**config.mk**
```make
export PLATFORM = sky130hd
export DESIGN_NAME = count_display_scan_flat
export DESIGN_NICKNAME = d
export VERILOG_FILES = /design/src/rtl/count_display_scan_pkg.sv /design/src/rtl/count_display_scan_if.sv /design/src/rtl/count_display_scan_bin8_to_bcd3.sv /design/src/rtl/count_display_scan.sv /design/src/flat_wrapper.sv
export SDC_FILE = /design/constraint.sdc
export NUM_CORES = 1
export LEC_CHECK = 0
export BUFFER_PORTS_ARGS = -buffer_cell sky130_fd_sc_hd__clkbuf_2
export CORE_AREA = 2 2 87 89
export DETAILED_ROUTE_END_ITERATION = 6
export DIE_AREA = 0 0 89 91
export GPL_TIMING_DRIVEN = 0
export HOLD_SLACK_MARGIN = 0.02
export PLACE_DENSITY = 0.78
export SYNTH_ARGS = -nofsm -noshare
export SYNTH_HDL_FRONTEND = slang
export SYNTH_SLANG_ARGS = --single-unit
export TNS_END_PERCENT = 30
```
**constraint.sdc**
```tcl
create_clock -name clk -period 2.2 [get_ports clk]
set_clock_uncertainty 0.1 [all_clocks]
set_input_delay 0.22 -clock clk [delete_from_list [all_inputs] [get_ports clk]]
set_output_delay 0.22 -clock clk [all_outputs]
set_load 0.1 [all_outputs]
```
**src/rtl/count_display_scan_pkg.sv**
```systemverilog
`default_nettype none
// ============================================================================
//  count_display_scan_pkg
//  Shared 7-segment patterns, conversion FSM states and digit decoder.
//  Rev 1.0
// ============================================================================
package count_display_scan_pkg;

  // {g,f,e,d,c,b,a}, active-low
  localparam logic [6:0] C_SEG_0     = 7'h40;
  localparam logic [6:0] C_SEG_1     = 7'h79;
  localparam logic [6:0] C_SEG_2     = 7'h24;
  localparam logic [6:0] C_SEG_3     = 7'h30;
  localparam logic [6:0] C_SEG_4     = 7'h19;
  localparam logic [6:0] C_SEG_5     = 7'h12;
  localparam logic [6:0] C_SEG_6     = 7'h02;
  localparam logic [6:0] C_SEG_7     = 7'h78;
  localparam logic [6:0] C_SEG_8     = 7'h00;
  localparam logic [6:0] C_SEG_9     = 7'h10;
  localparam logic [6:0] C_SEG_U     = 7'h41;
  localparam logic [6:0] C_SEG_D     = 7'h21;
  localparam logic [6:0] C_SEG_BLANK = 7'h7F;

  typedef enum logic [1:0] {
    ST_IDLE  = 2'd0,
    ST_SHIFT = 2'd1,
    ST_LOAD  = 2'd2
  } conv_state_t;

  function automatic logic [6:0] seg_of_digit(input logic [3:0] d);
    case (d)
      4'd0:    seg_of_digit = C_SEG_0;
      4'd1:    seg_of_digit = C_SEG_1;
      4'd2:    seg_of_digit = C_SEG_2;
      4'd3:    seg_of_digit = C_SEG_3;
      4'd4:    seg_of_digit = C_SEG_4;
      4'd5:    seg_of_digit = C_SEG_5;
      4'd6:    seg_of_digit = C_SEG_6;
      4'd7:    seg_of_digit = C_SEG_7;
      4'd8:    seg_of_digit = C_SEG_8;
      4'd9:    seg_of_digit = C_SEG_9;
      default: seg_of_digit = C_SEG_BLANK;
    endcase
  endfunction

endpackage
`default_nettype wire

```
**src/rtl/count_display_scan_if.sv**
```systemverilog
`default_nettype none
// ============================================================================
//  count_display_scan_if
//  Count/direction inputs and multiplexed display outputs.
//  Rev 1.0
// ============================================================================
interface count_display_scan_if;
  logic [7:0] value;
  logic       UD;
  logic       En;
  logic [6:0] seg;
  logic [3:0] an;
  logic       busy;

  modport master (output value, output UD, output En,
                  input  seg,   input  an, input  busy);
  modport slave  (input  value, input  UD, input  En,
                  output seg,   output an, output busy);
endinterface
`default_nettype wire

```
**src/rtl/count_display_scan_bin8_to_bcd3.sv**
```systemverilog
`default_nettype none
// ============================================================================
//  bin8_to_bcd3
//  Sequential shift-add-3 binary to 3-digit BCD, one bit per clock.
//  Rev 1.0
// ============================================================================
module bin8_to_bcd3
  import count_display_scan_pkg::*;
(
  input  wire logic        clk,
  input  wire logic        reset,
  input  wire logic        i_start,
  input  wire logic [7:0]  i_bin,
  output logic             o_busy,
  output logic             o_done,
  output logic [11:0]      o_bcd
);

  conv_state_t r_state;
  logic [19:0] r_sh;
  logic [2:0]  r_bitcnt;
  logic        r_busy;
  logic [19:0] w_adj;

  always_comb begin
    w_adj = r_sh;
    for (int k = 0; k < 3; k++) begin
      if (r_sh[8+4*k +: 4] >= 4'd5)
        w_adj[8+4*k +: 4] = r_sh[8+4*k +: 4] + 4'd3;
    end
  end

  always_ff @(posedge clk or negedge reset) begin
    if (!reset) begin
      r_state  <= ST_IDLE;
      r_sh     <= '0;
      r_bitcnt <= '0;
      r_busy   <= 1'b0;
    end else begin
      case (r_state)
        ST_IDLE: begin
          if (i_start) begin
            r_sh     <= {12'd0, i_bin};
            r_bitcnt <= '0;
            r_busy   <= 1'b1;
            r_state  <= ST_SHIFT;
          end
        end
        ST_SHIFT: begin
          r_sh     <= {w_adj[18:0], 1'b0};
          r_bitcnt <= r_bitcnt + 3'd1;
          if (r_bitcnt == 3'd7)
            r_state <= ST_LOAD;
        end
        ST_LOAD: begin
          r_busy  <= 1'b0;
          r_state <= ST_IDLE;
        end
        default: r_state <= ST_IDLE;
      endcase
    end
  end

  // done marks the LOAD cycle so the parent captures o_bcd on the same edge
  assign o_done = (r_state == ST_LOAD);
  assign o_busy = r_busy;
  assign o_bcd  = r_sh[19:8];

endmodule
`default_nettype wire

```
**src/rtl/count_display_scan.sv**
```systemverilog
`default_nettype none
// ============================================================================
//  count_display_scan
//  8-bit count to 4-digit multiplexed 7-segment display (000..255 + direction).
//  Rev 1.0
// ============================================================================
module count_display_scan
  import count_display_scan_pkg::*;
#(
  parameter int SCAN_DIV = 50000,
  parameter bit LZB      = 1'b1
)(
  input  wire logic           clk,
  input  wire logic           reset,
  count_display_scan_if.slave bus
);

  localparam int              CNT_W    = (SCAN_DIV > 2) ? $clog2(SCAN_DIV) : 1;
  localparam logic [CNT_W-1:0] CNT_LAST = CNT_W'(SCAN_DIV - 1);

  logic [7:0]       r_snap;
  logic [3:0]       r_hund, r_tens, r_ones;
  logic [CNT_W-1:0] r_cnt;
  logic [1:0]       r_idx;
  logic [6:0]       r_seg;
  logic [3:0]       r_an;
  logic             w_busy, w_done, w_start;
  logic [11:0]      w_bcd;
  logic [6:0]       w_seg_next;

  assign w_start = !w_busy && (bus.value != r_snap);

  bin8_to_bcd3 u_conv (
    .clk     (clk),
    .reset   (reset),
    .i_start (w_start),
    .i_bin   (bus.value),
    .o_busy  (w_busy),
    .o_done  (w_done),
    .o_bcd   (w_bcd)
  );

  always_ff @(posedge clk or negedge reset) begin
    if (!reset) begin
      r_snap <= '0;
      r_hund <= '0;
      r_tens <= '0;
      r_ones <= '0;
    end else begin
      if (w_start)
        r_snap <= bus.value;
      if (w_done) begin
        r_hund <= w_bcd[11:8];
        r_tens <= w_bcd[7:4];
        r_ones <= w_bcd[3:0];
      end
    end
  end

  always_comb begin
    w_seg_next = C_SEG_BLANK;
    case (r_idx)
      2'd0: w_seg_next = seg_of_digit(r_ones);
      2'd1: w_seg_next = (LZB && r_hund == 4'd0 && r_tens == 4'd0) ?
                         C_SEG_BLANK : seg_of_digit(r_tens);
      2'd2: w_seg_next = (LZB && r_hund == 4'd0) ? C_SEG_BLANK : seg_of_digit(r_hund);
      2'd3: w_seg_next = !bus.En ? C_SEG_BLANK : (bus.UD ? C_SEG_U : C_SEG_D);
      default: w_seg_next = C_SEG_BLANK;
    endcase
  end

  // r_idx names the digit lit at the next wrap, so digit 0 appears first after reset
  always_ff @(posedge clk or negedge reset) begin
    if (!reset) begin
      r_cnt <= '0;
      r_idx <= 2'd0;
      r_seg <= C_SEG_BLANK;
      r_an  <= 4'hF;
    end else if (r_cnt == CNT_LAST) begin
      r_cnt <= '0;
      r_idx <= r_idx + 2'd1;
      r_seg <= w_seg_next;
      r_an  <= ~(4'b0001 << r_idx);
    end else begin
      r_cnt <= r_cnt + 1'b1;
    end
  end

  assign bus.seg  = r_seg;
  assign bus.an   = r_an;
  assign bus.busy = w_busy;

endmodule
`default_nettype wire
```
**src/flat_wrapper.sv**
```systemverilog
// flat-port wrapper written by rule: the top's interface ports become plain ports
module count_display_scan_flat import count_display_scan_pkg::*;
#(
  parameter int SCAN_DIV = 50000,
  parameter bit LZB      = 1'b1
)
  (clk, reset, bus_value, bus_UD, bus_En, bus_seg, bus_an, bus_busy);
  count_display_scan_if bus_i ();
  input  wire logic clk;
  input  wire logic reset;
  input wire logic [$bits(bus_i.value)-1:0] bus_value;
  input wire logic [$bits(bus_i.UD)-1:0] bus_UD;
  input wire logic [$bits(bus_i.En)-1:0] bus_En;
  output wire logic [$bits(bus_i.seg)-1:0] bus_seg;
  output wire logic [$bits(bus_i.an)-1:0] bus_an;
  output wire logic [$bits(bus_i.busy)-1:0] bus_busy;
  assign bus_i.value = bus_value;
  assign bus_i.UD = bus_UD;
  assign bus_i.En = bus_En;
  assign bus_seg = bus_i.seg;
  assign bus_an = bus_i.an;
  assign bus_busy = bus_i.busy;
  count_display_scan #(.SCAN_DIV(SCAN_DIV), .LZB(LZB)) u_core (.clk(clk), .reset(reset), .bus(bus_i));
endmodule
```
==> results.sh, run 1 <==
export IMPL_portBuffers=23
export IMPL_vias_per_cell=5.69
export IMPL_num_fill_cells=569
export IMPL_r2r_slack_ns=0.16
export IMPL_crit_fanout=8
export IMPL_ys_types=58
export IMPL_fin_crit_sh_pct=92.8
export IMPL_synth_edf_count=0
export IMPL_overflow=0
export IMPL_cp_end_kind="flop"
export IMPL_grtUsageTotal_pct=22.8
export IMPL_clk_pin_slew_worst_paths_ns=0.08
export IMPL_power_density_nw_per_um2=1080
export IMPL_mostFrequentLayoutCell="dfrtp_1"
export IMPL_min_path_type="in2reg"
export IMPL_finish_net_count=498
export IMPL_synth_nets=462
export IMPL_coreArea_um2=7140
export IMPL_antenna_left=0
export IMPL_critical_path_startpoint="u_core.r_hund[1]$_DFFE_PN0P_"
export IMPL_drt_iter0_markers=120
export IMPL_tightest_slew_ns=0.547
export IMPL_synthFlopType="dfrtp_1"
export IMPL_cp_slowest_stage_delay_ns=0.44
export IMPL_n_antenna_cell=0
export IMPL_fmax_mhz=490
export IMPL_h_tree_depth=3
export IMPL_layout_min_cycle_time_ns=2.04
export IMPL_crit_slowest_cell="dfrtp_1"
export IMPL_drc=0
export IMPL_cts_setup_buffers=0
export IMPL_yosysWarnings=0
export IMPL_critical_path_top_delay_family="compound AO/OA/AOI/OAI gates"
export IMPL_hold_viol=0
export IMPL_rsz0062_at_grt="no"
export IMPL_setup_viol=0
export IMPL_worst_setup_path_start_kind="flop"
export IMPL_clk_latency_ns=0.37
export IMPL_first_pass_iters=4
export IMPL_required_ns=2.41
export IMPL_hold_path_cell_count=2
export IMPL_min_from="bus_value[0]"
export IMPL_r2r_end="u_core.bus.seg[4]$_DFFE_PN1N_"
export IMPL_via_count=3190
export IMPL_ys_seq_area_share_pct=44.7
export IMPL_netlist_area_um2=4230
export IMPL_antenna_found_initial=0
export IMPL_row_count=31
export IMPL_worst_path_buf_inv=1
export IMPL_tritoncts="built"
export IMPL_slew_violations=0
export IMPL_cts_buffers=9
export IMPL_ys_async_sr_fraction_pct=100
export IMPL_arrival_ns=2.25
export IMPL_vdd_drop_max_v=0.000638
export IMPL_hpwl_mm=6.05
export IMPL_start_util_pct=59.2
export IMPL_grt_max_degree=41
export IMPL_wire_per_inst_um=14.9
export IMPL_place_gp_congestion=0.919
export IMPL_die_h_um=91
export IMPL_root_buffer="clkbuf_8"
export IMPL_dieArea_um2=8100
export IMPL_die_w_um=89
export IMPL_syn_area_per_cell_um2=10.0
export IMPL_cts_path_max_buffers=2
export IMPL_cts_sinks=75
export IMPL_critPathKind="reg2reg"
export IMPL_reg2reg_from="u_core.r_hund[1]$_DFFE_PN0P_"
export IMPL_min_delay_worst_endpoint="u_core.r_snap[0]$_DFFE_PN0P_"
export IMPL_synthCells=421
export IMPL_total_power_mw=5.12
export IMPL_wirelength_mm=8.36
export IMPL_slew_limit_headroom_pct=63.2
export IMPL_rr_worst_depth=7
export IMPL_area_growth_pct=11.8
export IMPL_grt_pass1_wl_mm=14.3
export IMPL_tns_ns=0
export IMPL_ioPinCount=24
export IMPL_drive_gt1_share_pct=19.0
export IMPL_final_cell_mix="dfrtp_1, nand2_1, ha_1"
export IMPL_ys_seq_elements=75
export IMPL_crit_chain="inv_1, ha_2, and4bb_1, o41ai_1, o21a_1, a221oi_2, a21o_1"
export IMPL_p_leak_nw=2.09
export IMPL_dp_slack_ns=0.121
export IMPL_drv_cap=0
export IMPL_worst_slack_ns=0.159
export IMPL_outcome="completed"
export IMPL_first_global_vias=3161
[stage by stage]
step | util [%] | instance area, µm² | std cells | hold slack (ns)
final | 66.2 | 4720 | 561 | 0.0269
after global routing | 66.2 | 4720 | 561 | 0.0386
after CTS | 66.1 | 4710 | 561 | 0.0243
after detailed placement | 62.9 | 4490 | 544 | 0.149
after global placement | 62.6 | 4460 | 543 | 0.341
after floorplan | - | 4230 | 421 | -0.176
[cells by family (layout without fill, tap and decap cells)]
kind of cell / after synthesis / count (layout) / synth area share, %
fa+ha+maj: 29 / 29 / 8.59
buf+inv: 40 / 81 / 4.32
xor+xnor: 27 / 27 / 5.60
compound gates: 101 / 101 / 16.4
simple gates: 133 / 133 / 16.2
mux: 16 / 16 / 4.20
flops: 75 / 75 / 44.7
[sequential cells by signal (all words and copies together) (netlist names)]
| register | cells |
|---|---|
| u_core.bus.an | 4 |
| u_core.bus.seg | 7 |
| u_core.r_cnt | 16 |
| u_core.r_hund | 4 |
| u_core.r_idx | 2 |
| u_core.r_ones | 4 |
| u_core.r_snap | 8 |
| u_core.r_tens | 4 |
| u_core.u_conv.o_busy | 1 |
| u_core.u_conv.r_bitcnt | 3 |
| u_core.u_conv.r_sh | 20 |
| u_core.u_conv.r_state | 2 |
[worst reg2reg max path, delay by kind of cell, from the launching register on]
family,cells,cell delay [ns]
DFF,1,0.44
adders and majority gates,1,0.27
and+or+nand+nor,1,0.33
buffers and inverters,1,0.15
AOI/OAI and AO/OA,4,0.71
[how the worst max path moves through the flow]
stage	end	slack [ns]	depth (start not counted)
final	u_core.bus.seg[4]$_DFFE_PN1N_	0.16	7
after floorplan	u_core.r_snap[3]$_DFFE_PN0P_	0.11	4
after global placement	u_core.bus.seg[0]$_DFFE_PN1N_	0.17	6
after detailed placement	u_core.bus.seg[0]$_DFFE_PN1N_	0.12	6
after CTS	u_core.bus.seg[0]$_DFFE_PN1N_	0.11	6
after global routing	u_core.bus.seg[1]$_DFFE_PN1N_	0.01	7
[synthesized netlist by cell type, types with 8 or more instances]
master	n	area share, %
o21ai_1	10	1.2
nand2b_1	12	1.8
clkbuf_1	9	0.80
nor3_1	8	0.95
a21oi_1	18	2.1
o21ai_0	24	2.8
inv_1	22	2.0
ha_1	29	8.6
xor2_1	15	3.1
xnor2_1	12	2.5
mux2_2	9	2.4
nand3_1	8	0.95
nand2_1	51	4.5
a22o_1	8	1.7
dfstp_2	11	6.8
dfrtp_1	64	38
nor2_1	23	2.0
[layer usage]
metal,part of all wire [%],GRT usage [%],wire (µm),up-vias
li1,-,-,-,1556
met1,45,29.1,3760,1558
met2,49,36.6,4080,53
met3,3.1,4.55,262,23
met4,3.0,11.4,253,0
met5,0,0,0,-
[area by class of cell]
| class | count | area, µm² | area share, % |
|---|---|---|---|
| clock inverter | 6 | 90.1 | 1.91 |
| inverter | 22 | 82.6 | 1.75 |
| sequential | 75 | 1890 | 40.0 |
| timing repair buffer | 25 | 148 | 3.13 |
| clock buffer | 10 | 128 | 2.70 |
| tap | 99 | 124 | 2.62 |
| buffer | 18 | 100 | 2.12 |
| multi-input combinational | 306 | 2160 | 45.7 |
[what timing repair did]
action	CTS	global route
hold endpoints to repair	25	0
gates resized for setup	0	2
setup endpoints to repair	0	4
hold buffers	1	0
[power breakdown]
group	total (mW)	internal, mW	switching (mW)
sequential	2.02	1.72	0.299
combinational	1.92	0.859	1.06
clock	1.18	0.641	0.536
total	5.12	3.22	1.89
(Power assumes the default switching activity.)
==> inputs of run 2 (changes only) <==
ABC_AREA = 1   (was not set)
CELL_PAD_IN_SITES_DETAIL_PLACEMENT = 0   (was not set)
CELL_PAD_IN_SITES_GLOBAL_PLACEMENT = 1   (was not set)
CORE_AREA = 2 2 107 109   (was 2 2 87 89)
DIE_AREA = 0 0 109 111   (was 0 0 89 91)
PLACE_DENSITY = 0.71   (was 0.78)
==> run 2 against run 1 <==
- total power increased by 19%
- fmax increased by 20%
- worst setup slack improved by 0.34 ns
- die area increased by 49%
- synthesized cell count increased by 32%
- global-route usage decreased by 5.6 points
- register-to-register slack improved by 0.34 ns
- design area increased by 7.2%
==> results.sh, run 2 <==
export IMPL_antenna_left=0
export IMPL_min_path_type="in2reg"
export IMPL_ys_async_sr_fraction_pct=100
export IMPL_p_leak_nw=2.52
export IMPL_fmax_mhz=589
export IMPL_yosys_area_top_type="dfrtp_1"
export IMPL_root_buffer="clkbuf_16"
export IMPL_min_from="bus_value[0]"
export IMPL_yosys_area_share_simple_pct=26.4
export IMPL_ys_seq_elements=75
export IMPL_drv_cap=0
export IMPL_clk_latency_ns=0.33
export IMPL_final_cell_mix="nand2_1, inv_1, dfrtp_1"
export IMPL_tritoncts="built"
export IMPL_crit_fanout=6
export IMPL_grtUsageTotal_pct=17.2
export IMPL_ys_types=31
export IMPL_overflow=0
export IMPL_arrival_ns=1.86
export IMPL_muxShareOfSynthArea_pct=0
export IMPL_grt_pass1_wl_mm=16.6
export IMPL_outcome="completed"
export IMPL_vdd_drop_max_v=0.000504
export IMPL_first_global_vias=3542
export IMPL_place_gp_congestion=0.818
export IMPL_tns_ns=0
export IMPL_mostFrequentLayoutCell="nand2_1"
export IMPL_cts_resized=0
export IMPL_cts_hold_buf=1
export IMPL_synth_compound_area_share_pct=10.4
export IMPL_synth_top_area_share_pct=36.8
export IMPL_synth_commonest_cells="nand2_1, inv_1, dfrtp_1"
export IMPL_synth_top_family_by_area="simple AND/OR/NAND/NOR gates"
export IMPL_clock_power_share_pct=30.3
export IMPL_dp_cells=721
export IMPL_critPathKind="reg2reg"
export IMPL_utilization_pct=45.7
export IMPL_cts_setup_buffers=0
export IMPL_ioPinCount=24
export IMPL_power_density_nw_per_um2=1200
export IMPL_comb_power_share_pct=35.1
export IMPL_power_switching_mw=2.28
export IMPL_synthCells=554
export IMPL_row_count=39
export IMPL_synth_xor_area_share_pct=3.82
export IMPL_slew_violations=0
export IMPL_largest_reg_flops=20
export IMPL_placed_cell_area_um2=4680
export IMPL_clk_pin_slew_worst_paths_ns=0.06
export IMPL_final_cell_area_um2=5060
export IMPL_rsz0062_at_grt="no"
export IMPL_instances_no_fill=738
export IMPL_largestRegisters="u_core.u_conv.r_sh: 20 flops, u_core.r_cnt: 16 flops, u_core.r_snap: 8 flops"
export IMPL_regMostFlops="u_core.u_conv.r_sh"
export IMPL_ys_seq_area_share_pct=43.4
export IMPL_dieArea_um2=12100
export IMPL_vias_per_cell=4.92
export IMPL_start_util_pct=39.3
export IMPL_synth_edf_count=0
export IMPL_h_tree_depth=3
export IMPL_area_growth_pct=16.3
export IMPL_layout_min_cycle_time_ns=1.70
export IMPL_r2r_end="u_core.bus.seg[5]$_DFFE_PN1N_"
export IMPL_die_w_um=109
export IMPL_wire_per_inst_um=12.9
export IMPL_setup_viol=0
export IMPL_cts_sinks=75
export IMPL_yosysWarnings=0
export IMPL_drive_gt1_share_pct=12.9
export IMPL_post_synth_main_area_contributors="dfrtp_1, nand2_1, ha_1, o21ai_0, dfstp_2"
export IMPL_die_h_um=111
export IMPL_finish_net_count=631
export IMPL_hpwl_mm=7.14
export IMPL_netlist_area_um2=4350
export IMPL_synthFlopType="dfrtp_1"
export IMPL_grt_max_degree=48
export IMPL_intPower_mw=3.82
export IMPL_via_count=3628
export IMPL_required_ns=2.36
export IMPL_reg2reg_from="u_core.r_hund[1]$_DFFE_PN0P_"
export IMPL_hold_path_cell_count=3
export IMPL_r2r_slack_ns=0.50
export IMPL_min_delay_worst_endpoint="u_core.r_snap[0]$_DFFE_PN0P_"
export IMPL_slew_limit_headroom_pct=62.9
export IMPL_portBuffers=23
export IMPL_wirelength_mm=9.52
export IMPL_switching_share_pct=37.4
export IMPL_first_pass_iters=4
export IMPL_cts_buffers=9
export IMPL_cp_end_kind="flop"
export IMPL_tightest_slew_ns=0.556
export IMPL_fin_crit_sh_pct=77.2
export IMPL_p_seq_share_pct=34.6
export IMPL_drt_iter0_markers=278
export IMPL_coreArea_um2=11100
export IMPL_synth_nets=595
export IMPL_worst_setup_path_start_kind="flop"
export IMPL_hold_viol=0
export IMPL_syn_area_per_cell_um2=7.86
export IMPL_n_antenna_cell=0
export IMPL_yosys_area_share_adder_pct=8.34
export IMPL_cts_path_max_buffers=2
export IMPL_antenna_found_initial=0
export IMPL_synth_most_common_cell="nand2_1"
export IMPL_rr_worst_depth=8
export IMPL_drc=0
## run 2: cell count changes after synthesis, sizes merged, moves of 6 or more
cell	before	now
nand2	51	138
inv	22	68
nand3	8	45
nor2	23	57
o21ai	34	65
mux2	14	0
nand2b	12	0
a22o	8	0
o221a	7	0
nor2b	6	0
o22ai	6	0
## run 2: how the worst max path moves through the flow
stage	startpoint	to	slack (ns)
5_1_grt	u_core.r_hund[0]$_DFFE_PN0P_	u_core.bus.seg[6]$_DFFE_PN1N_	0.30
6_report	u_core.r_hund[1]$_DFFE_PN0P_	u_core.bus.seg[5]$_DFFE_PN1N_	0.50
3_3_place_gp	reset	u_core.r_snap[7]$_DFFE_PN0P_	0.07
3_5_place_dp	u_core.r_hund[1]$_DFFE_PN0P_	u_core.bus.seg[5]$_DFFE_PN1N_	0.50
2_1_floorplan	u_core.u_conv.o_busy$_DFFE_PN0P_	u_core.u_conv.r_sh[1]$_DFFE_PN0P_	0.49
4_1_cts	u_core.r_hund[1]$_DFFE_PN0P_	u_core.bus.seg[5]$_DFFE_PN1N_	0.49
## run 2: logic make-up (layout without fill, tap and decap cells)
family | after synthesis | after routing
xor gates and xnor gates | 19 | 19
buffers and inverters | 81 | 122
and+or+nand+nor | 260 | 260
DFF | 75 | 75
adders and majority gates | 29 | 29
AOI/OAI and AO/OA | 90 | 90
## run 2: power groups by stage
stage / Sequential, mW / Clock [mW] / Combinational, mW
global placement: 2.13 / 0 / 2.11
global route: 2.18 / 1.94 / 2.52
detailed placement: 2.13 / 0 / 2.15
CTS: 2.11 / 1.89 / 2.16
floorplan: 2.09 / 0 / 1.62
finish: 2.11 / 1.85 / 2.14
## run 2: per-stage QoR
| stage | worst slack [ns] | total power [mW] | hold slack [ns] |
|---|---|---|---|
| 5_1_grt | 0.299 | 6.64 | 0.0397 |
| 4_1_cts | 0.489 | 6.17 | 0.0335 |
| 6_report | 0.502 | 6.10 | 0.0362 |
| 3_5_place_dp | 0.505 | 4.29 | 0.117 |
| 3_3_place_gp | 0.0661 | 4.23 | 0.354 |
| 2_1_floorplan | 0.487 | 3.72 | -0.176 |
## run 2: per-layer routing
layer  global-route usage [%]  up-vias  part of all wire, %
li1                         -     1860                    -
met1                     23.1     1717                   49
met2                     27.8       43                   47
met3                     3.70        8                  2.6
met4                     5.13        0                  1.0
met5                        0        -                    0
## run 2: worst max-delay path, cell delays in order (launching register included)
cell	delay, ns
dfrtp_1	0.44
inv_1	0.11
ha_1	0.23
nand2_1	0.10
nand2_1	0.11
o21ai_0	0.24
nand3_1	0.17
nand2_1	0.09
nand2_1	0.05
## run 2: cell type report
class	count	area (µm²)
buffer	12	70.1
clock buffer	12	256
clock inverter	4	120
fill	1120	6010
inverter	69	260
multi-input combinational	398	2130
sequential	75	1890
tap	143	179
timing repair buffer	25	155
==> inputs of run 3 (changes only) <==
ABC_AREA = 0   (was 1)
CORE_AREA = 2 2 105 107   (was 2 2 107 109)
DIE_AREA = 0 0 107 109   (was 0 0 109 111)
PLACE_DENSITY = 0.68   (was 0.71)
clock period = 1.7 ns   (was 2.2 ns; I/O delays follow)
==> run 3 against run 2 <==
- the run now ends with negative setup slack left
- die area fell by 3.6%
- global-route usage decreased by 0.25 points
- worst hold slack improved by 0.070 ns
- register-to-register slack got worse by 0.67 ns
- clock power shrank 24%
- first-iteration DRC count shrank 61%
- sequential cell count stayed put
- fmax down 9.0%
- sequential share of layout area decreased by 2.4 points
- critical endpoint is now u_core.bus.seg[4]$_DFFE_PN1N_
==> results.sh, run 3 (synthesis gave the netlist of run 1 again) <==
export IMPL_antenna_left=0
export IMPL_dp_slack_ns=-0.246
export IMPL_row_count=38
export IMPL_n_antenna_cell=0
export IMPL_root_buffer="clkbuf_8"
export IMPL_worst_slack_ns=-0.166
export IMPL_setup_viol=35
export IMPL_critPathKind="reg2reg"
export IMPL_power_switching_mw=2.76
export IMPL_fmax_mhz=536
export IMPL_utilization_pct=51.2
export IMPL_grt_max_degree=47
export IMPL_clk_latency_ns=0.37
export IMPL_arrival_ns=2.08
export IMPL_h_tree_depth=3
export IMPL_dieArea_um2=11700
export IMPL_hold_viol=0
export IMPL_vdd_drop_max_v=0.000648
export IMPL_fin_crit_sh_pct=110
export IMPL_multi_input_area_um2=2470
export IMPL_antenna_found_initial=0
export IMPL_crit_fanout=7
export IMPL_reg2reg_from="u_core.r_hund[1]$_DFFE_PN0P_"
export IMPL_mostFrequentLayoutCell="dfrtp_1"
export IMPL_wirelength_mm=9.37
export IMPL_vias_per_cell=5.12
export IMPL_clk_pin_slew_worst_paths_ns=0.08
export IMPL_area_growth_pct=28.5
export IMPL_min_from="bus_value[7]"
export IMPL_final_cell_mix="dfrtp_1, nand2_1, buf_4"
export IMPL_via_count=3261
export IMPL_layout_min_cycle_time_ns=1.87
export IMPL_seq_area_um2=1900
export IMPL_regMostFlops="u_core.u_conv.r_sh"
export IMPL_rsz0062_at_grt="yes"
export IMPL_grtUsageTotal_pct=17.0
export IMPL_cts_sinks=75
export IMPL_r2r_slack_ns=-0.17
export IMPL_place_gp_congestion=0.848
export IMPL_tns_ns=-2.23
export IMPL_comb_power_share_pct=43.7
export IMPL_switching_share_pct=38.5
export IMPL_hold_slack_ns=0.106
export IMPL_start_util_pct=39.9
export IMPL_power_density_nw_per_um2=1320
export IMPL_p_leak_nw=2.37
export IMPL_intPower_mw=4.40
export IMPL_portBuffers=23
export IMPL_failed_checks="negative setup slack"
export IMPL_min_delay_worst_endpoint="u_core.u_conv.r_sh[7]$_DFFE_PN0P_"
export IMPL_dp_cells=585
export IMPL_first_pass_iters=4
export IMPL_slew_violations=0
export IMPL_finish_net_count=533
export IMPL_ioPinCount=24
export IMPL_p_seq_share_pct=36.8
export IMPL_cts_buffers=9
export IMPL_min_path_type="in2reg"
export IMPL_coreArea_um2=10600
export IMPL_die_w_um=107
export IMPL_drt_iter0_markers=109
export IMPL_r2r_end="u_core.bus.seg[4]$_DFFE_PN1N_"
export IMPL_tightest_slew_ns=0.546
export IMPL_instances_no_fill=637
export IMPL_tritoncts="built"
export IMPL_slew_limit_headroom_pct=63.7
export IMPL_drc=0
export IMPL_overflow=0
export IMPL_drv_cap=0
export IMPL_worst_setup_path_start_kind="flop"
export IMPL_cts_path_max_buffers=2
export IMPL_hpwl_mm=6.29
export IMPL_die_h_um=109
export IMPL_grt_pass1_wl_mm=15.4
export IMPL_drive_gt1_share_pct=35.4
export IMPL_hold_path_cell_count=4
export IMPL_largest_reg_flops=20
export IMPL_largestRegisters="u_core.u_conv.r_sh: 20 flops, u_core.r_cnt: 16 flops, u_core.r_snap: 8 flops"
export IMPL_outcome="finished with violations"
export IMPL_num_fill_cells=997
export IMPL_first_global_vias=3157
export IMPL_cp_end_kind="flop"
export IMPL_clock_power_share_pct=19.6
export IMPL_wire_per_inst_um=14.7
export IMPL_rr_worst_depth=7
export IMPL_required_ns=1.91
-- run 3: metal layers --
metal	GRT usage (%)	vias to the layer above	part of all wire, %
met1	21.2	1583	47
met5	0	-	0
met2	27.8	42	49
met3	5.08	14	3.0
met4	6.59	0	1.9
li1	-	1622	-
-- run 3: power groups by stage --
stage               Combinational, mW  Sequential (mW)  Clock (mW)
floorplan                        2.00             2.56           0
global placement                 2.47             2.65           0
detailed placement               2.53             2.66           0
CTS                              2.87             2.61        1.47
global route                     3.46             2.70        1.54
finish                           3.12             2.63        1.40
-- run 3: critical path: stages, from the launching register on --
cell and delay (ns):
dfrtp_1 0.42, inv_4 0.11, ha_4 0.18, and4bb_4 0.29, o41ai_2 0.07, o21a_1 0.24, a221oi_2 0.28, a21o_1 0.12
-- run 3: worst max-delay path by stage --
| stage | startpoint | to | slack (ns) |
|---|---|---|---|
| final | u_core.r_hund[1]$_DFFE_PN0P_ | u_core.bus.seg[4]$_DFFE_PN1N_ | -0.17 |
| after global routing | u_core.r_snap[5]$_DFFE_PN0P_ | u_core.r_snap[5]$_DFFE_PN0P_ | -0.22 |
| after detailed placement | u_core.r_idx[1]$_DFFE_PN0N_ | u_core.bus.seg[3]$_DFFE_PN1N_ | -0.25 |
| after floorplan | u_core.u_conv.o_busy$_DFFE_PN0P_ | u_core.u_conv.r_sh[11]$_DFFE_PN0P_ | -0.03 |
| after global placement | reset | u_core.u_conv.o_busy$_DFFE_PN0P_ | -0.66 |
| after CTS | u_core.r_snap[5]$_DFFE_PN0P_ | u_core.r_snap[3]$_DFFE_PN0P_ | -0.15 |
-- run 3: per-stage QoR --
stage,power [mW],instance area [µm²]
2_1_floorplan,4.55,4260
3_3_place_gp,5.11,4550
3_5_place_dp,5.19,4580
4_1_cts,6.95,5150
5_1_grt,7.71,5430
6_report,7.16,5430
-- run 3: layout make-up --
class,instances,share of cell area [%]
clock buffer,9,2.28
multi-input combinational,306,45.5
clock inverter,7,1.43
tap,140,3.23
timing repair buffer,61,8.62
buffer,17,2.47
sequential,75,34.9
inverter,22,1.57
-- run 3: timing repair --
action                     4_1_cts  5_1_grt
gates cloned                     1        3
pin swaps                       20       27
hold endpoints to repair        37        0
setup endpoints to repair       39       64
buffers inserted                15        9
hold buffers                     9        0
gates resized for setup         38       45
